**src/rtl/mux8_rr_arbiter_if.sv**
```systemverilog
// Request/grant bundle between the eight mux sources and the round-robin arbiter.
// The lock line exists only when MUX8_ARB_LOCK_EN is defined.
interface mux8_rr_arbiter_if;
  logic [7:0] req;
`ifdef MUX8_ARB_LOCK_EN
  logic       lock;
`endif
  logic [2:0] sel;
  logic [7:0] gnt;
  logic       busy;

`ifdef MUX8_ARB_LOCK_EN
  modport master (input req, input lock, output sel, output gnt, output busy);
  modport slave  (output req, output lock, input sel, input gnt, input busy);
`else
  modport master (input req, output sel, output gnt, output busy);
  modport slave  (output req, input sel, input gnt, input busy);
`endif
endinterface

```
**src/rtl/mux8_rr_arbiter.sv**
```systemverilog
// Round-robin arbiter driving the sel bus of an 8-to-1 mux with bounded grant tenure.
// Optional grant lock enabled by defining MUX8_ARB_LOCK_EN.
module mux8_rr_arbiter #(
  parameter int unsigned HOLD_MAX = 4
) (
  input  logic                      clk,
  input  logic                      rst,
  mux8_rr_arbiter_if.master         bus
);
  localparam int unsigned N  = 8;
  localparam int unsigned IW = 3;
  localparam int unsigned CW = 4;
  localparam logic [CW-1:0] HOLD_C = CW'(HOLD_MAX);

  typedef enum logic {IDLE = 1'b0, GRANT = 1'b1} state_e;

  state_e          state_q, state_d;
  logic [IW-1:0]   ptr_q, ptr_d;
  logic [IW-1:0]   cur_q, cur_d;
  logic [IW-1:0]   sel_q, sel_d;
  logic [CW-1:0]   cnt_q, cnt_d;
  logic [N-1:0]    gnt_q, gnt_d;
  logic            busy_q, busy_d;

  logic            lock_c;
  logic            at_limit_c;
  logic            release_c;
  logic [IW-1:0]   start_c;
  logic [IW-1:0]   scan_idx_c;
  logic            win_c;
  logic [IW-1:0]   win_idx_c;

`ifdef MUX8_ARB_LOCK_EN
  assign lock_c = bus.lock;
`else
  assign lock_c = 1'b0;
`endif

  assign at_limit_c = (cnt_q == HOLD_C);
  assign release_c  = !bus.req[cur_q] || (at_limit_c && !lock_c);
  // On release the search restarts just past the current owner.
  assign start_c    = (state_q == GRANT) ? IW'(cur_q + IW'(1)) : ptr_q;

  // First set request scanning upward from start_c, mod 8
  always_comb begin
    win_c      = 1'b0;
    win_idx_c  = '0;
    scan_idx_c = '0;
    for (int k = int'(N) - 1; k >= 0; k--) begin
      scan_idx_c = IW'(start_c + IW'(k));
      if (bus.req[scan_idx_c]) begin
        win_c     = 1'b1;
        win_idx_c = scan_idx_c;
      end
    end
  end

  // State and output registers
  always_ff @(posedge clk) begin
    if (rst) begin
      state_q <= IDLE;
      ptr_q   <= '0;
      cur_q   <= '0;
      cnt_q   <= '0;
      sel_q   <= '0;
      gnt_q   <= '0;
      busy_q  <= 1'b0;
    end else begin
      state_q <= state_d;
      ptr_q   <= ptr_d;
      cur_q   <= cur_d;
      cnt_q   <= cnt_d;
      sel_q   <= sel_d;
      gnt_q   <= gnt_d;
      busy_q  <= busy_d;
    end
  end

  // Next-state logic
  always_comb begin
    state_d = state_q;
    if (state_q == IDLE) begin
      if (win_c) state_d = GRANT;
    end else begin
      if (release_c && !win_c) state_d = IDLE;
    end
  end

  // Datapath and registered-output next values
  always_comb begin
    ptr_d  = ptr_q;
    cur_d  = cur_q;
    cnt_d  = cnt_q;
    gnt_d  = gnt_q;
    busy_d = busy_q;
    if (state_q == IDLE || release_c) begin
      if (state_q == GRANT) ptr_d = IW'(cur_q + IW'(1));
      if (win_c) begin
        cur_d  = win_idx_c;
        cnt_d  = CW'(1);
        gnt_d  = N'(1) << win_idx_c;
        busy_d = 1'b1;
      end else begin
        cnt_d  = '0;
        gnt_d  = '0;
        busy_d = 1'b0;
      end
    end else if (!at_limit_c) begin
      cnt_d = CW'(cnt_q + CW'(1));
    end
    // A locked owner at the limit keeps cnt saturated.
    sel_d = cur_d;
  end

  assign bus.sel  = sel_q;
  assign bus.gnt  = gnt_q;
  assign bus.busy = busy_q;

endmodule

```
**src/flat_wrapper.sv**
```systemverilog
// flat-port wrapper written by rule: the top's interface ports become plain ports
module mux8_rr_arbiter_flat 
#(
  parameter int unsigned HOLD_MAX = 4
)
  (clk, rst, bus_req, bus_sel, bus_gnt, bus_busy);
  mux8_rr_arbiter_if bus_i ();
  input  logic clk;
  input  logic rst;
  input wire logic [$bits(bus_i.req)-1:0] bus_req;
  output wire logic [$bits(bus_i.sel)-1:0] bus_sel;
  output wire logic [$bits(bus_i.gnt)-1:0] bus_gnt;
  output wire logic [$bits(bus_i.busy)-1:0] bus_busy;
  assign bus_i.req = bus_req;
  assign bus_sel = bus_i.sel;
  assign bus_gnt = bus_i.gnt;
  assign bus_busy = bus_i.busy;
  mux8_rr_arbiter #(.HOLD_MAX(HOLD_MAX)) u_core (.clk(clk), .rst(rst), .bus(bus_i));
endmodule
```
**config.mk**
```make
export PLATFORM = sky130hd
export DESIGN_NAME = mux8_rr_arbiter_flat
export DESIGN_NICKNAME = d
export VERILOG_FILES = /design/src/rtl/mux8_rr_arbiter_if.sv /design/src/rtl/mux8_rr_arbiter.sv /design/src/flat_wrapper.sv
export SDC_FILE = /design/constraint.sdc
export NUM_CORES = 1
export LEC_CHECK = 0
export CAP_MARGIN = 20
export CORE_MARGIN = 1.5
export CORE_UTILIZATION = 55
export CTS_CLUSTER_DIAMETER = 100
export DETAILED_ROUTE_END_ITERATION = 7
export GPL_TIMING_DRIVEN = 0
export HOLD_SLACK_MARGIN = 0.06
export PLACE_DENSITY = 0.85
export SETUP_SLACK_MARGIN = 0.1
export SLEW_MARGIN = 25
export SYNTH_ARGS = -nofsm -noshare
export SYNTH_HDL_FRONTEND = slang
export SYNTH_SLANG_ARGS = --single-unit
```
**constraint.sdc**
```tcl
create_clock -name clk -period 3.91 [get_ports clk]
set_clock_uncertainty 0.05 [all_clocks]
set_input_delay 0.9775 -clock clk [delete_from_list [all_inputs] [get_ports clk]]
set_output_delay 0.9775 -clock clk [all_outputs]
set_load 0.02 [all_outputs]
```
[After elaboration in Yosys (flattened, before gate mapping)]
Index checks and enable logic that the tools add are counted.
Cells by class
  $add $sub $neg: 9
  $lt $le $gt $ge: 9
  equality and inequality tests: 2
  shift operators: 1
  mux-type cells: 42
  bitwise operators: 1
  reduce and logical (&&, ||, !) cells: 6
Operator list (count)
  less-than comparator 3 x 4 -> 1 bit (second input constant): 9
  binary-select mux 1 bit (select 3 bit): 9
  two-way mux 3 bit: 9
  two-way mux 1 bit: 21
  adder 3 bit (second input constant): 4
  two-way mux 4 bit: 2
  two-way mux 8 bit: 1
  << shifter 1 x 3 -> 8 bit (first input constant): 1
  adder 3 x 1 -> 3 bit (second input constant): 2
  adder 3 x 2 -> 3 bit (second input constant): 2
  adder 4 x 1 -> 4 bit (second input constant): 1
  == test 4 x 3 -> 1 bit (second input constant): 1
  logical NOT 1 bit: 2
  logical OR 1 bit: 2
  inequality test 2 bit (second input constant): 1
  AND reduction 2 bit: 1
  logical AND 1 bit: 1
  NOT 1 bit: 1
Storage, ports and cells
  register bits: 20
  output and inout port bits: 12
  word-level logic and storage cells: 76

[Depth between registers and ports, before layout]
  depth in word-level cells: 17
  mapped depth: 15
  gate-level depth less buffers: 12

[Least setup slack after synthesis]
Ideal clock, no wire load.
  path type: register to register
  start: register u_core.cur_q[1]
  end: register u_core.gnt_q[0], in the netlist u_core.bus.gnt[0]
  arrival: 3464 ps
  required time: 3793 ps
  setup slack: 328 ps
  cell stages (with the launch flop): 13
  buffers on the path: 2
  period minus slack after synthesis: 3582 ps
  cell sequence: dfxtp_1 ha_1 mux2i_4 clkbuf_1 ha_1 clkbuf_1 mux4_2 a221oi_2 a222oi_1 o21ai_1 o21a_2 or4b_4 o21ai_2
On the way
  word-level cells in the longest chain between the ends: 15
  elaborated cells between the ends (all ways): 48
  classes of those cells: 8 x add/sub; 1 x shift; 36 x mux; 3 x reduce/logical
RTL lines
  start, declared: RTL line mux8_rr_arbiter.sv:19  | logic [IW-1:0] cur_q, cur_d;
  start signal, assigned: RTL line mux8_rr_arbiter.sv:71  | cur_q <= cur_d;
  adder 3 x 1 -> 3 bit: RTL line mux8_rr_arbiter.sv:42  | assign start_c = (state_q == GRANT) ? IW'(cur_q + IW'(1)) : ptr_q;
  two-way mux 3 bit: RTL line mux8_rr_arbiter.sv:42
  adder 3 bit: RTL line mux8_rr_arbiter.sv:50  | scan_idx_c = IW'(start_c + IW'(k));
  binary-select mux 1 bit (select 3 bit): RTL line mux8_rr_arbiter.sv:51  | if (bus.req[scan_idx_c]) begin
  two-way mux 1 bit (not written as such): RTL line mux8_rr_arbiter.sv:51
  two-way mux 3 bit (8 in series): RTL line mux8_rr_arbiter.sv:51
  << shifter 1 x 3 -> 8 bit: RTL line mux8_rr_arbiter.sv:101  | gnt_d = N'(1) << win_idx_c;
  two-way mux 8 bit: RTL line mux8_rr_arbiter.sv:98  | if (win_c) begin
  end signal, assigned: RTL line mux8_rr_arbiter.sv:74  | gnt_q <= gnt_d;
  end, declared: RTL line mux8_rr_arbiter.sv:22  | logic [N-1:0] gnt_q, gnt_d;
Parallel ways exist; a longest one is shown, timed or not. The select of a mux whose other input is x is not followed.
A chain may end at the register's enable or synchronous reset.

[Final worst setup path]
  start: register u_core.cur_q[1]
  end: register u_core.gnt_q[1], in the netlist u_core.bus.gnt[1]
On the way
  word-level cells in the longest chain between the ends: 15
  elaborated cells between the ends (all ways): 48
  classes of those cells: 8 x add/sub; 1 x shift; 36 x mux; 3 x reduce/logical
RTL lines
  adder 3 x 1 -> 3 bit *: RTL line mux8_rr_arbiter.sv:42
  two-way mux 3 bit *: RTL line mux8_rr_arbiter.sv:42
  named net u_core.scan_idx_c[1]: RTL line mux8_rr_arbiter.sv:29  | logic [IW-1:0] scan_idx_c;
  adder 3 bit: RTL line mux8_rr_arbiter.sv:50
  binary-select mux 1 bit (select 3 bit): RTL line mux8_rr_arbiter.sv:51
  two-way mux 1 bit (not written as such): RTL line mux8_rr_arbiter.sv:51
  two-way mux 3 bit (8 in series): RTL line mux8_rr_arbiter.sv:51
  << shifter 1 x 3 -> 8 bit: RTL line mux8_rr_arbiter.sv:101
  two-way mux 8 bit *: RTL line mux8_rr_arbiter.sv:98
The timed path passes the listed nets; every way through them passes the cells marked *. The select of a mux whose other input is x is not followed.

==> results <==
- The share of the clock period used by the worst path is a little over nine tenths.
- The number of global-route vias before repair is 1997.
- The total area of sequential cells is 404 sq um.
- The power density over the cells is slightly below 900 mW/mm^2.
- The worst path in the final design needs a cycle of roughly 3.7 ns, including I/O delays and setup.
- The worst hold path depth is 2.
- The clock drives 20 sinks.
- The area of the die is 0.00387 sq mm.
- Across the run, the number of max-cap violations was 0.
- The number of stages on the worst setup path is 13.
- Combinational logic burns between 70% and 80% of the power.
- The detailed router placed 2067 vias in this run.
- The first global-routing pass estimated 9200 um of wire.
- The floorplan die width is about 62 um.
- The kind of launch point of the worst setup path is a flip-flop.
- By area the synthesized netlist is led by dfxtp_1, mux2i_1, mux4_2, nor2_1, a21oi_1.
- The critical path required time is about 4 ns.
- At the worst endpoint, the arrival time is 3.85 ns.
- The H-tree depth is 1.
- The height of the chip is 62.2 um.
- The critical-path cell with the highest stage delay is or4b_4.
- Counting distinct cell types in the post-synthesis netlist gives 66.
- The area growth from synthesis to layout is 22.4%.
- The global placer's final weighted congestion is ~1.
- At the pin with the least slew margin, the transition time is 0.943 ns.
- Summed over all cells, the static leakage comes to 0.890 nW.
- The mean post-synth cell area is 8.11 sq um.
- The clock network is responsible for 8.3% of the overall power.
- Buffers inserted to repair hold after CTS numbered 0.
- Of all flip-flops after synthesis, the portion carrying an async set or reset was 0%.
- The flow ran to the end, and the final reports show no timing, DRC or antenna violations.
- The floorplan row count is 21.
- The detailed-route wire length is 5560 um.
- The synthesis-stage register bit count is 20.
- The pin count of the biggest net entering global routing is 13.
- The tree is rooted in a clkbuf_4.
- Ranked by instance count, the synthesized netlist is headed by nor2_1, dfxtp_1, nand2_1.
- In the final layout, the multi-input gates occupy roughly 0.0015 sq mm.
- The maximum operating frequency is 273 MHz.
- The finished cells cover 0.00236 sq mm.
- The cell area after synthesis is 0.00193 sq mm.
- After clock tree synthesis, the clock-pin slew on the worst setup and hold paths is about 0.12 ns.
- The cell count after synthesis came out at 238.
- The number of flops mapped to enable cells by yosys is 0.
- The synthesis warning total is 0.
- The total cell area at the placement stage is around 0.0022 sq mm.
- The worst register-to-register path has a depth of 13.
- The switching power is 1.02 mW.
- For this run, the share of the core covered by cells in the final layout is between 70% and 80%.
- The overall global routing resource usage is 28.7%.
- The initial utilization of the core area, before any placement, comes to a little under three fifths.
- The final net count is around 280.
- The sum of negative setup slack is 0 ns.
- The gate family responsible for the most delay along the worst path is compound AO/OA/AOI/OAI gates.
- The CTS buffer count is 3.
- In the routed design, unresolved DRC markers number 0.
- The worst register-to-register path has a setup slack of 0.24 ns.
- The clock latency on the worst-skew pair is roughly 0.3 ns.
- The critical path goes through ha_1 -> mux2i_4 -> inv_1 -> clkbuf_4 -> ha_2 -> a211oi_4 -> nor2_4 -> mux2i_1 -> a221o_1 -> o211ai_1 -> a32oi_2 -> or4b_4 -> o21ai_2.
- The share of synthesized area in the top cell type comes to slightly above 20%.
- Sequential cells were found to cover 20.7% of the synthesized design area.
- The delay of the slowest cell on the worst path is 0.57 ns.
- The count of final hold-check violations is 0.
- The design internal power is 1.02 mW.
- The number of nets in the synthesized netlist is 253.
- The fraction of layout cells with a size suffix above 1 is 20.3%.
- TritonCTS built the clock tree.
- The first-pass detailed-route iteration total is 5.
- The most frequently used cell type in the post-synthesis netlist is nor2_1.
- The number of pins exceeding their max-slew limit in the final report came to 0.
- The critical path is of the flip-flop to flip-flop type.
- The detail-routed net length per standard cell is 17.8 um.
- The switching part of the total is 50.0%.
- The total global routing overflow is 0.
- The sequential cell fraction of total power is 15.1%.
- During placement, the flow inserted port buffers numbering 21.
- After legalization and detailed placement, the total HPWL measured around 4100 um.
- The type of the tightest min-delay check is flip-flop to flip-flop.
- The critical path capture point type is a flip-flop.
- The worst-case vdd ir drop is 0.447 mV.
- The antenna diode instance count is 0.
- The dominant synthesized flop cell is dfxtp_1.
- In this run the tightest slew margin relative to its limit is 36.6%.
- The number of DRC violations after detailed-routing iteration 0 is 190.
- Setup repair after global routing left no endpoint under its margin.
- 22 I/O pins were placed.
- The number of buffers and inverters on the critical path is 2.
- Of all nets on the critical path, the largest fanout is 10.
- Dividing the detail-routed via count by the number of cells gives 6.63.
- The longest clock path from root to sink contains 2 buffers.
- The layout filler cell count is 296.
- The count of endpoints failing setup in the final report is 0.
- The placeable core region is 0.00336 sq mm.
- The post-route antenna net violation count is 0.
- The biggest area contributor in the post-synthesis netlist is dfxtp_1.
- The number of antenna violations at the first check in global routing is 0.
-- per-layer routing --
| metal | share of wire, % | vias up | routed length, um | global-route usage, % |
|---|---|---|---|---|
| met1 | 40 | 938 | 2200 | 36.6 |
| met4 | 3.7 | 0 | 208 | 14.7 |
| met3 | 9.4 | 30 | 523 | 2.54 |
| li1 | - | 959 | - | - |
| met2 | 47 | 140 | 2630 | 48.5 |
| met5 | 0 | - | 0 | 0 |
-- state kept, by name, summed over array words and instances (netlist names) --
signal	cells
u_core.bus.busy	1
u_core.bus.gnt	8
u_core.cnt_q	4
u_core.cur_q	3
u_core.ptr_q	3
u_core.state_q	1
-- cells in the final DEF (no fill, tap or decap), types with 3 or more instances in the layout --
cell	count
nor2_1	21
clkdlybuf4s50_1	21
nand2_1	20
dfxtp_1	19
a21oi_1	15
o21ai_0	11
nor3_1	9
inv_1	8
nand3_1	8
and2_1	7
mux2i_1	6
a211oi_1	6
a21o_1	5
buf_6	4
buf_2	4
clkbuf_4	4
buf_4	4
mux4_2	4
ha_1	4
mux2i_2	3
o21ai_1	3
clkbuf_1	3
xnor2_1	3
mux2_2	3
nand4_1	3
o211ai_1	3
a221oi_1	3
o21ai_2	3
-- path summary, 6_finish.rpt --
check,from,endpoint
max,u_core.cur_q[1]$_SDFFE_PP0P_,u_core.bus.gnt[1]$_SDFFE_PP0N_
min,u_core.bus.gnt[0]$_SDFFE_PP0N_,u_core.bus.gnt[0]$_SDFFE_PP0N_
max reg2reg,u_core.cur_q[1]$_SDFFE_PP0P_,u_core.bus.gnt[1]$_SDFFE_PP0N_
min reg2reg,u_core.bus.gnt[0]$_SDFFE_PP0N_,u_core.bus.gnt[0]$_SDFFE_PP0N_
-- timing repair --
item,4_1_cts,5_1_grt
pin swaps,0,2
setup buffers,0,3
endpoints found under the setup margin,9,10
resized for setup,10,17
-- logic make-up (layout without fill, tap and decap cells) --
kind of cell | count (synthesis) | after routing | synth area share (%)
xor+xnor | 6 | 6 | 3.11
mux | 18 | 18 | 13.0
buf+inv | 22 | 50 | 5.77
fa+ha+maj | 5 | 5 | 3.24
simple gates | 88 | 88 | 24.7
flops | 20 | 20 | 20.7
compound gates | 79 | 79 | 29.5
-- per-stage QoR --
step / hold WS [ns] / setup WS (ns) / power [mW] / cells
after floorplan: 0.400 / 0.328 / 1.34 / 238
after global placement: 0.393 / -0.241 / 1.65 / 305
after detailed placement: 0.395 / -0.242 / 1.68 / 305
after CTS: 0.427 / 0.132 / 1.89 / 309
after global routing: 0.455 / 0.0812 / 2.19 / 312
final: 0.425 / 0.244 / 2.05 / 312
-- worst min-delay path, cell delays in order, from the launching register on --
cell     delay (ns)
dfxtp_1        0.34
nand2_1        0.07
o21ai_2        0.04
-- layout make-up --
cell class                 instances  share of cell area (%)
clock buffer                       3                   0.953
sequential                        20                    17.1
timing repair buffer              24                    9.85
tap                               46                    2.44
multi-input combinational        196                    63.1
buffer                            13                    3.87
inverter                           9                    1.43
clock inverter                     1                    1.27
-- power by group through the flow --
stage	Sequential [mW]	Clock, mW	Combinational (mW)
after CTS	0.309	0.169	1.41
after global routing	0.317	0.180	1.69
final	0.309	0.169	1.57
after floorplan	0.354	0	0.981
after global placement	0.309	0	1.34
after detailed placement	0.312	0	1.36
(Power assumes the default switching activity.)
